## src/rtl/pipe_hazard_ctrl.sv

```systemverilog
// rtl/pipe_hazard_ctrl.sv - pipeline hazard controller: stall, branch flush and EX operand forwarding
//
// Tracks the instructions in EX, MEM and WB and decides, each cycle, whether
// the instruction in ID must wait, which pipeline latches a taken branch
// squashes, and where the EX stage should take its operands from.
//
// Parameters
//   RA_W     register-address width (3..6)
//   FWD_EN   1 = forwarding mode, 0 = stall-only mode
//   BR_FLUSH younger latches squashed on a taken branch (1..3)
//   CNT_W    performance-counter width (8..32)
//
// Ports
//   clk, rst                 clock, asynchronous active-low reset
//   id_valid                 ID slot holds a real instruction
//   id_rs, id_rt             ID source registers
//   id_use_rs, id_use_rt     ID instruction reads rs / rt
//   id_dst                   ID destination register
//   id_reg_write             ID instruction writes the register file
//   id_mem_read              ID instruction is a load
//   br_taken                 taken branch resolved this cycle
//   cnt_clr                  synchronous clear of both counters
//   stall                    hold PC and IF/ID, bubble into ID/EX
//   flush_mask               bit0 IF/ID, bit1 ID/EX, bit2 EX/MEM squash
//   fwd_a, fwd_b             EX operand select: 00 regfile, 01 MEM/WB, 10 EX/MEM
//   stall_cycles             saturating count of stalled cycles
//   flush_events             saturating count of taken branches
module pipe_hazard_ctrl #(
  parameter int RA_W     = 5,
  parameter int FWD_EN   = 1,
  parameter int BR_FLUSH = 2,
  parameter int CNT_W    = 16
) (
  input  logic             clk,
  input  logic             rst,
  input  logic             id_valid,
  input  logic [RA_W-1:0]  id_rs,
  input  logic [RA_W-1:0]  id_rt,
  input  logic             id_use_rs,
  input  logic             id_use_rt,
  input  logic [RA_W-1:0]  id_dst,
  input  logic             id_reg_write,
  input  logic             id_mem_read,
  input  logic             br_taken,
  input  logic             cnt_clr,
  output logic             stall,
  output logic [2:0]       flush_mask,
  output logic [1:0]       fwd_a,
  output logic [1:0]       fwd_b,
  output logic [CNT_W-1:0] stall_cycles,
  output logic [CNT_W-1:0] flush_events
);

  localparam bit FWD = (FWD_EN != 0);
  localparam logic [2:0] BR_MASK = (BR_FLUSH >= 3) ? 3'b111 :
                                   (BR_FLUSH == 2) ? 3'b011 : 3'b001;
  localparam logic [CNT_W-1:0] CNT_ONE = 1;

  // EX slot
  logic            ex_valid, ex_rw, ex_mr, ex_use_rs, ex_use_rt;
  logic [RA_W-1:0] ex_dst, ex_rs, ex_rt;
  // MEM slot
  logic            mem_valid, mem_rw, mem_mr;
  logic [RA_W-1:0] mem_dst;
  // WB slot
  logic            wb_valid, wb_rw, wb_mr;
  logic [RA_W-1:0] wb_dst;

  // The load flags of the older slots are tracked but no decision needs them.
  logic unused_trk;
  assign unused_trk = mem_mr ^ wb_mr;

  // A producer matches a consumer source only when it really writes a
  // non-zero register that the consumer really reads; r0 is never a hazard.
  function automatic logic prod_hit(input logic            v,
                                    input logic            rw,
                                    input logic [RA_W-1:0] dst,
                                    input logic [RA_W-1:0] src,
                                    input logic            src_used);
    return v & rw & src_used & (dst != '0) & (dst == src);
  endfunction

  // ID sources against the EX and MEM producers
  logic ex_hit_id, mem_hit_id, stall_raw;
  always_comb begin
    ex_hit_id  = prod_hit(ex_valid, ex_rw, ex_dst, id_rs, id_use_rs) |
                 prod_hit(ex_valid, ex_rw, ex_dst, id_rt, id_use_rt);
    mem_hit_id = prod_hit(mem_valid, mem_rw, mem_dst, id_rs, id_use_rs) |
                 prod_hit(mem_valid, mem_rw, mem_dst, id_rt, id_use_rt);
    // WB never stalls: the register file writes through to the read port.
    if (FWD)
      stall_raw = id_valid & ex_hit_id & ex_mr;
    else
      stall_raw = id_valid & (ex_hit_id | mem_hit_id);
  end

  // A taken branch kills the ID instruction anyway, so it overrides the stall.
  always_comb begin
    stall      = rst & ~br_taken & stall_raw;
    flush_mask = (rst & br_taken) ? BR_MASK : 3'b000;
  end

  // EX operands against the MEM and WB producers; the younger MEM wins.
  always_comb begin
    fwd_a = 2'b00;
    fwd_b = 2'b00;
    if (FWD && ex_valid) begin
      if (prod_hit(mem_valid, mem_rw, mem_dst, ex_rs, ex_use_rs))
        fwd_a = 2'b10;
      else if (prod_hit(wb_valid, wb_rw, wb_dst, ex_rs, ex_use_rs))
        fwd_a = 2'b01;
      if (prod_hit(mem_valid, mem_rw, mem_dst, ex_rt, ex_use_rt))
        fwd_b = 2'b10;
      else if (prod_hit(wb_valid, wb_rw, wb_dst, ex_rt, ex_use_rt))
        fwd_b = 2'b01;
    end
  end

  // Tracker advance and performance counters
  always_ff @(posedge clk or negedge rst) begin
    if (!rst) begin
      ex_valid     <= 1'b0;
      ex_rw        <= 1'b0;
      ex_mr        <= 1'b0;
      ex_use_rs    <= 1'b0;
      ex_use_rt    <= 1'b0;
      ex_dst       <= '0;
      ex_rs        <= '0;
      ex_rt        <= '0;
      mem_valid    <= 1'b0;
      mem_rw       <= 1'b0;
      mem_mr       <= 1'b0;
      mem_dst      <= '0;
      wb_valid     <= 1'b0;
      wb_rw        <= 1'b0;
      wb_mr        <= 1'b0;
      wb_dst       <= '0;
      stall_cycles <= '0;
      flush_events <= '0;
    end else begin
      wb_valid  <= mem_valid;
      wb_rw     <= mem_rw;
      wb_mr     <= mem_mr;
      wb_dst    <= mem_dst;

      mem_valid <= ex_valid & ~flush_mask[2];
      mem_rw    <= ex_rw;
      mem_mr    <= ex_mr;
      mem_dst   <= ex_dst;

      ex_valid  <= id_valid & ~stall & ~flush_mask[1];
      ex_rw     <= id_reg_write;
      ex_mr     <= id_mem_read;
      ex_use_rs <= id_use_rs;
      ex_use_rt <= id_use_rt;
      ex_dst    <= id_dst;
      ex_rs     <= id_rs;
      ex_rt     <= id_rt;

      if (cnt_clr)
        stall_cycles <= '0;
      else if (stall && !(&stall_cycles))
        stall_cycles <= stall_cycles + CNT_ONE;

      if (cnt_clr)
        flush_events <= '0;
      else if (br_taken && !(&flush_events))
        flush_events <= flush_events + CNT_ONE;
    end
  end

endmodule

```

## config.mk

```make
export PLATFORM = sky130hd
export DESIGN_NAME = pipe_hazard_ctrl
export DESIGN_NICKNAME = d
export VERILOG_FILES = /design/src/rtl/pipe_hazard_ctrl.sv
export SDC_FILE = /design/constraint.sdc
export NUM_CORES = 1
export LEC_CHECK = 0
export CORE_MARGIN = 3
export CORE_UTILIZATION = 45
export DETAILED_ROUTE_END_ITERATION = 7
export PLACE_DENSITY = 0.74
export SLEW_MARGIN = 40
export SYNTH_ARGS = -nofsm -noshare
export SYNTH_HDL_FRONTEND = slang
export SYNTH_SLANG_ARGS = --single-unit
```

## constraint.sdc

```tcl
create_clock -name clk -period 2 [get_ports clk]
set_input_delay 0.3 -clock clk [delete_from_list [all_inputs] [get_ports clk]]
set_output_delay 0.3 -clock clk [all_outputs]
set_load 0.1 [all_outputs]
```

---- Word level (Yosys, flattened, before mapping) ----
Cells that the tools add are included.
storage, ports and cells
  register bits ........................... 66
  bits of input ports ..................... 24
cells by class
  add/sub/neg operators ................... 2
  equality and inequality tests ........... 6
  multiplexer cells ....................... 11
  bitwise gates (word level) .............. 34
  reduce and logical (&&, ||, !) cells .... 11
operators with widths
  kind                                            number
  2-to-1 mux 16 bit                               4
  adder 16 x 1 -> 16 bit (second input constant)  2
  AND reduction 16 bit                            2
  equality test 5 bit                             6
  bitwise AND 1 bit                               29
  nonzero test 5 bit                              3
  2-to-1 mux 2 bit                                5
  nonzero test 2 bit                              2
  NOT 1 bit                                       3
  logical AND 1 bit                               2
  logical NOT 1 bit                               2
  2-to-1 mux 1 bit                                2
  NOT 1 bit (first input constant)                1
  OR 1 bit                                        1

---- Depth between registers and ports, before layout ----
  depth in word-level cells ............... 11
  mapped depth ............................ 9
  gate-level depth less buffers ........... 7

---- Worst setup path after synthesis ----
OpenSTA, ideal clock, no wires.
  path type ............................... reg2out
  start point ............................. reg mem_dst[1]
  end point ............................... out fwd_b[0]
  arrival ................................. 3275 ps
  required time ........................... 1700 ps
  slack ................................... -1575 ps
  cell stages (with the launch flop) ...... 5
  path buffers ............................ 0
  path through ............................ dfrtp_1 or4_1 o211ai_1 nor3_1 nor3_1
on the way
  word-level cells in the longest chain between the ends .. 5
RTL lines
  element                 line  text
  start, declared         64    logic [RA_W-1:0] mem_dst;
  start signal, assigned  149   mem_dst <= ex_dst;
  nonzero test 5 bit      80    return v & rw & src_used & (dst != '0) & (dst == src);
  bitwise AND 1 bit       80
  bitwise AND 1 bit (*)   80
  2-to-1 mux 2 bit (*)    112   if (prod_hit(mem_valid, mem_rw, mem_dst, ex_rt, ex_use_rt))
  2-to-1 mux 2 bit (*)    107   if (FWD && ex_valid) begin
  end, declared           49    output logic [1:0] fwd_b,
Mark *: on every way between the ends. The rest lies on a longest branch, timed or not.

---- Worst setup path in the final report ----
Ends and elaborated chain as after synthesis.

==> results.py <==
metrics = {
    "clocking": {
        "cts_made_buffers": 9,
        "root_buffer": "clkbuf_8",
        "htreeDepth": 3,
        "clock_sinks": 66,
        "clk_pin_slew_worst_paths_ns": 0.07,
        "cts_tree": "done",
        "ctsLongestPathBuffers": 2,
        "clock_latency_ns": 0.34,
    },
    "status": {
        "status": "complete, but fails checks",
        "violations": "setup timing",
    },
    "timing": {
        "slew_viol_final": 0,
        "setup_viol": 10,
        "hold_viol": 0,
        "post-route-min-period_ns": 2.256,
        "tns_ns": -1.380,
        "clock_skew_ns": 0.007829,
        "whs_ns": 0.09511,
        "worst_pin_slew_ns": 0.5722,
        "grt_setup_unrepaired": "true",
        "finalCritPeriodShare": 1.128,
        "maxSlewHeadroom": 0.6185,
        "setup_slack_ns": -0.2558,
        "timing.fmax_mhz": 443.3,
    },
    "logic_synthesis": {
        "synth_area_sq_mm": 0.002962,
        "ys_warn_count": 0,
        "synth_top_area_share": 0.5577,
        "syn_nets": 289,
        "netlist_instances": 263,
        "synth_edf_count": 0,
        "synth.distinct_cells": 38,
        "ys_async_sr_fraction": 1.000,
        "syn_avg_cell_area_sq_um": 11.26,
        "synth_area_leaders": "dfrtp_1 (56%), xnor2_1 (7.4%), xor2_1 (6.8%), nor2_1 (2.8%), nand4_1 (2.7%)",
        "ys_seq_area_frac": 0.5577,
        "postSynthRegisterBits": 66,
        "ys.flop_type": "dfrtp_1",
        "synth_top_cell_by_area": "dfrtp_1",
    },
    "power_and_ir_drop": {
        "p_int_mw": 1.981,
        "switchingPower_mw": 0.6719,
        "leakage_nw": 1.751,
        "seqPwrFrac": 0.533,
        "clkPwrFrac": 0.357,
        "vdd_drop_max_uv": 536.8,
        "powerDensity_mw_per_mm2": 615.3,
        "sw_frac_of_total": 0.2533,
        "power_frac_comb": 0.109,
        "p_total_mw": 2.653,
    },
    "finish": {
        "drive_above_1_share": 0.4313,
        "antenna_cells": 0,
        "syn2layout_area_growth_pct": 45.59,
        "register_area_sq_mm": 0.001718,
        "nets": 385,
        "final_cell_mix": "buf_4 (52), dfrtp_1 (35), xor2_1 (22), clkdlybuf4s50_1 (22)",
        "multi_input_comb_area_sq_mm": 0.001470,
        "fin_cells": 439,
        "final_common_cell": "buf_4",
        "nFillCells": 422,
    },
    "floorplan": {
        "fp.dieW_microns": 87.13,
        "core-area_sq_mm": 0.006131,
        "num_io_pins": 64,
        "die_y_microns": 87.13,
        "num_rows": 28,
        "die_area_sq_mm": 0.007591,
        "initial_utilization": 0.4831,
    },
    "routing": {
        "drt-pass1-iter-count": 4,
        "num_vias": 2340,
        "detail-route-antenna-nets": 0,
        "wl_per_cell_microns": 16.19,
        "drt_iter0_markers": 99,
        "totalWireLength_microns": 7107,
        "routed_via_density": 5.330,
        "drc": 0,
    },
    "worst_setup_path": {
        "critPathLaunch": "mem_dst[1]",
        "start_kind": "flip-flop",
        "critPathCaptureType": "output port",
        "worstPathCellList": "or4_1 -> o211ai_1 -> buf_4 -> nor3_2 -> nor3_4 -> buf_12",
        "path_max_fanout": 2,
        "crit_type": "reg -> out",
        "critical_path.top_delay_family": "simple AND/OR/NAND/NOR gates",
        "cp.arrival_ns": 1.96,
        "cp.required_ns": 1.70,
        "max_stage_delay_ns": 0.53,
        "crit_buf_inv": 2,
        "r2r_start": "ex_dst[1]",
        "crit_path_top_delay_cell": "or4_1",
    },
    "placed_design": {
        "dp.cells": 414,
        "hpwlAfterDp_microns": 4923,
        "pre_cts_ws_ns": -0.3146,
        "gp_congestion": 0.8565,
        "port-buffer-count": 62,
    },
    "hold_path": {
        "hp-class": "in -> async",
    },
    "grt": {
        "grtUsageTotal": 0.1982,
        "antenna_found_initial": 0,
        "overflow": 0,
        "grt_max_degree": 67,
        "grt_pass1_vias": 2374,
        "grt_pass1_wl_microns": 11520,
    },
    "flow_run": {
        "maxCapViolCount": 0,
    },
}
## power by group through the flow
stage / combinational (mW) / clock (mW) / sequential, mW
finish: 0.290 / 0.948 / 1.41
floorplan: 0.107 / 0 / 1.46
global placement: 0.266 / 0 / 1.44
CTS: 0.280 / 0.974 / 1.41
detailed placement: 0.269 / 0 / 1.44
global route: 0.313 / 1.05 / 1.42
## kinds of logic after synthesis
kind of cell             synth area share
AO/OA/AOI/OAI                     0.06168
XOR/XNOR                           0.1420
adder cells (fa/ha/maj)          0.008448
buffers and inverters             0.01901
flip-flops                         0.5577
multiplexers                     0.006760
other                            0.001266
AND/OR/NAND/NOR                    0.2032
## stage by stage
| stage | area (sq um) | util |
|---|---|---|
| finish | 4312 | 0.7033 |
| detailed placement | 3887 | 0.6341 |
| CTS | 4114 | 0.6710 |
| floorplan | 3079 | - |
| global route | 4312 | 0.7033 |
| global placement | 3887 | 0.6341 |
## registers in the layout (all words and copies together), names as in the netlist
register and cells:
ex_dst 5, mem_valid 1, ex_rs 5, ex_use_rs 1
ex_valid 1, mem_rw 1, wb_dst 5, ex_use_rt 1
ex_rw 1, wb_rw 1, mem_dst 5, flush_events 16
ex_mr 1, wb_valid 1, ex_rt 5, stall_cycles 16
## cell type report
cell class	instances	share of cell area
Clock buffer	12	0.03366
Clock inverter	4	0.004643
Inverter	2	0.001741
Multi-Input combinational cell	189	0.3410
Sequential cell	66	0.3984
Tap cell	75	0.02176
Timing Repair Buffer	91	0.1988
## cells in the mapped netlist, types with 3 or more instances
| cell | n |
|---|---|
| dfrtp_1 | 66 |
| xnor2_1 | 25 |
| xor2_1 | 23 |
| nor2_1 | 22 |
| nand2_1 | 17 |
| a21oi_1 | 13 |
| nand4_1 | 13 |
| nand3_1 | 11 |
| or4_1 | 8 |
| nor3_1 | 6 |
| o21ai_1 | 6 |
| or3_1 | 6 |
| and2_1 | 5 |
| o31ai_1 | 5 |
| and4_1 | 4 |
| clkbuf_1 | 3 |
## metal layers
metal,vias to the layer above,track usage,share of wire
met3,9,0.07663,0.067
met1,1134,0.2488,0.41
li1,1119,-,-
met5,-,0,0
met4,0,0.06137,0.014
met2,78,0.3175,0.51
## final timing paths
| path | slack (ns) | cells after the start | end |
|---|---|---|---|
| hold reg to reg | 0.38 | 0 | wb_valid |
| setup / recovery | -0.26 | 6 | fwd_b[0] |
| setup reg to reg | -0.09 | 9 | stall_cycles[3] |
| max in group asynchronous | 1.46 | 2 | stall_cycles[0] |
| min in group clk | 0.38 | 0 | wb_valid |
| hold / removal | 0.1 | 2 | ex_dst[1] |
## timing repair
item                                    in CTS  in global routing
gates resized for setup                     11                 32
pin swaps                                    5                 20
setup buffers                                2                  6
gates cloned                                 0                  1
endpoints found under the setup margin      13                 15
hold buffers                                 0                  0
No activity file was read; power rests on OpenSTA's default activity.
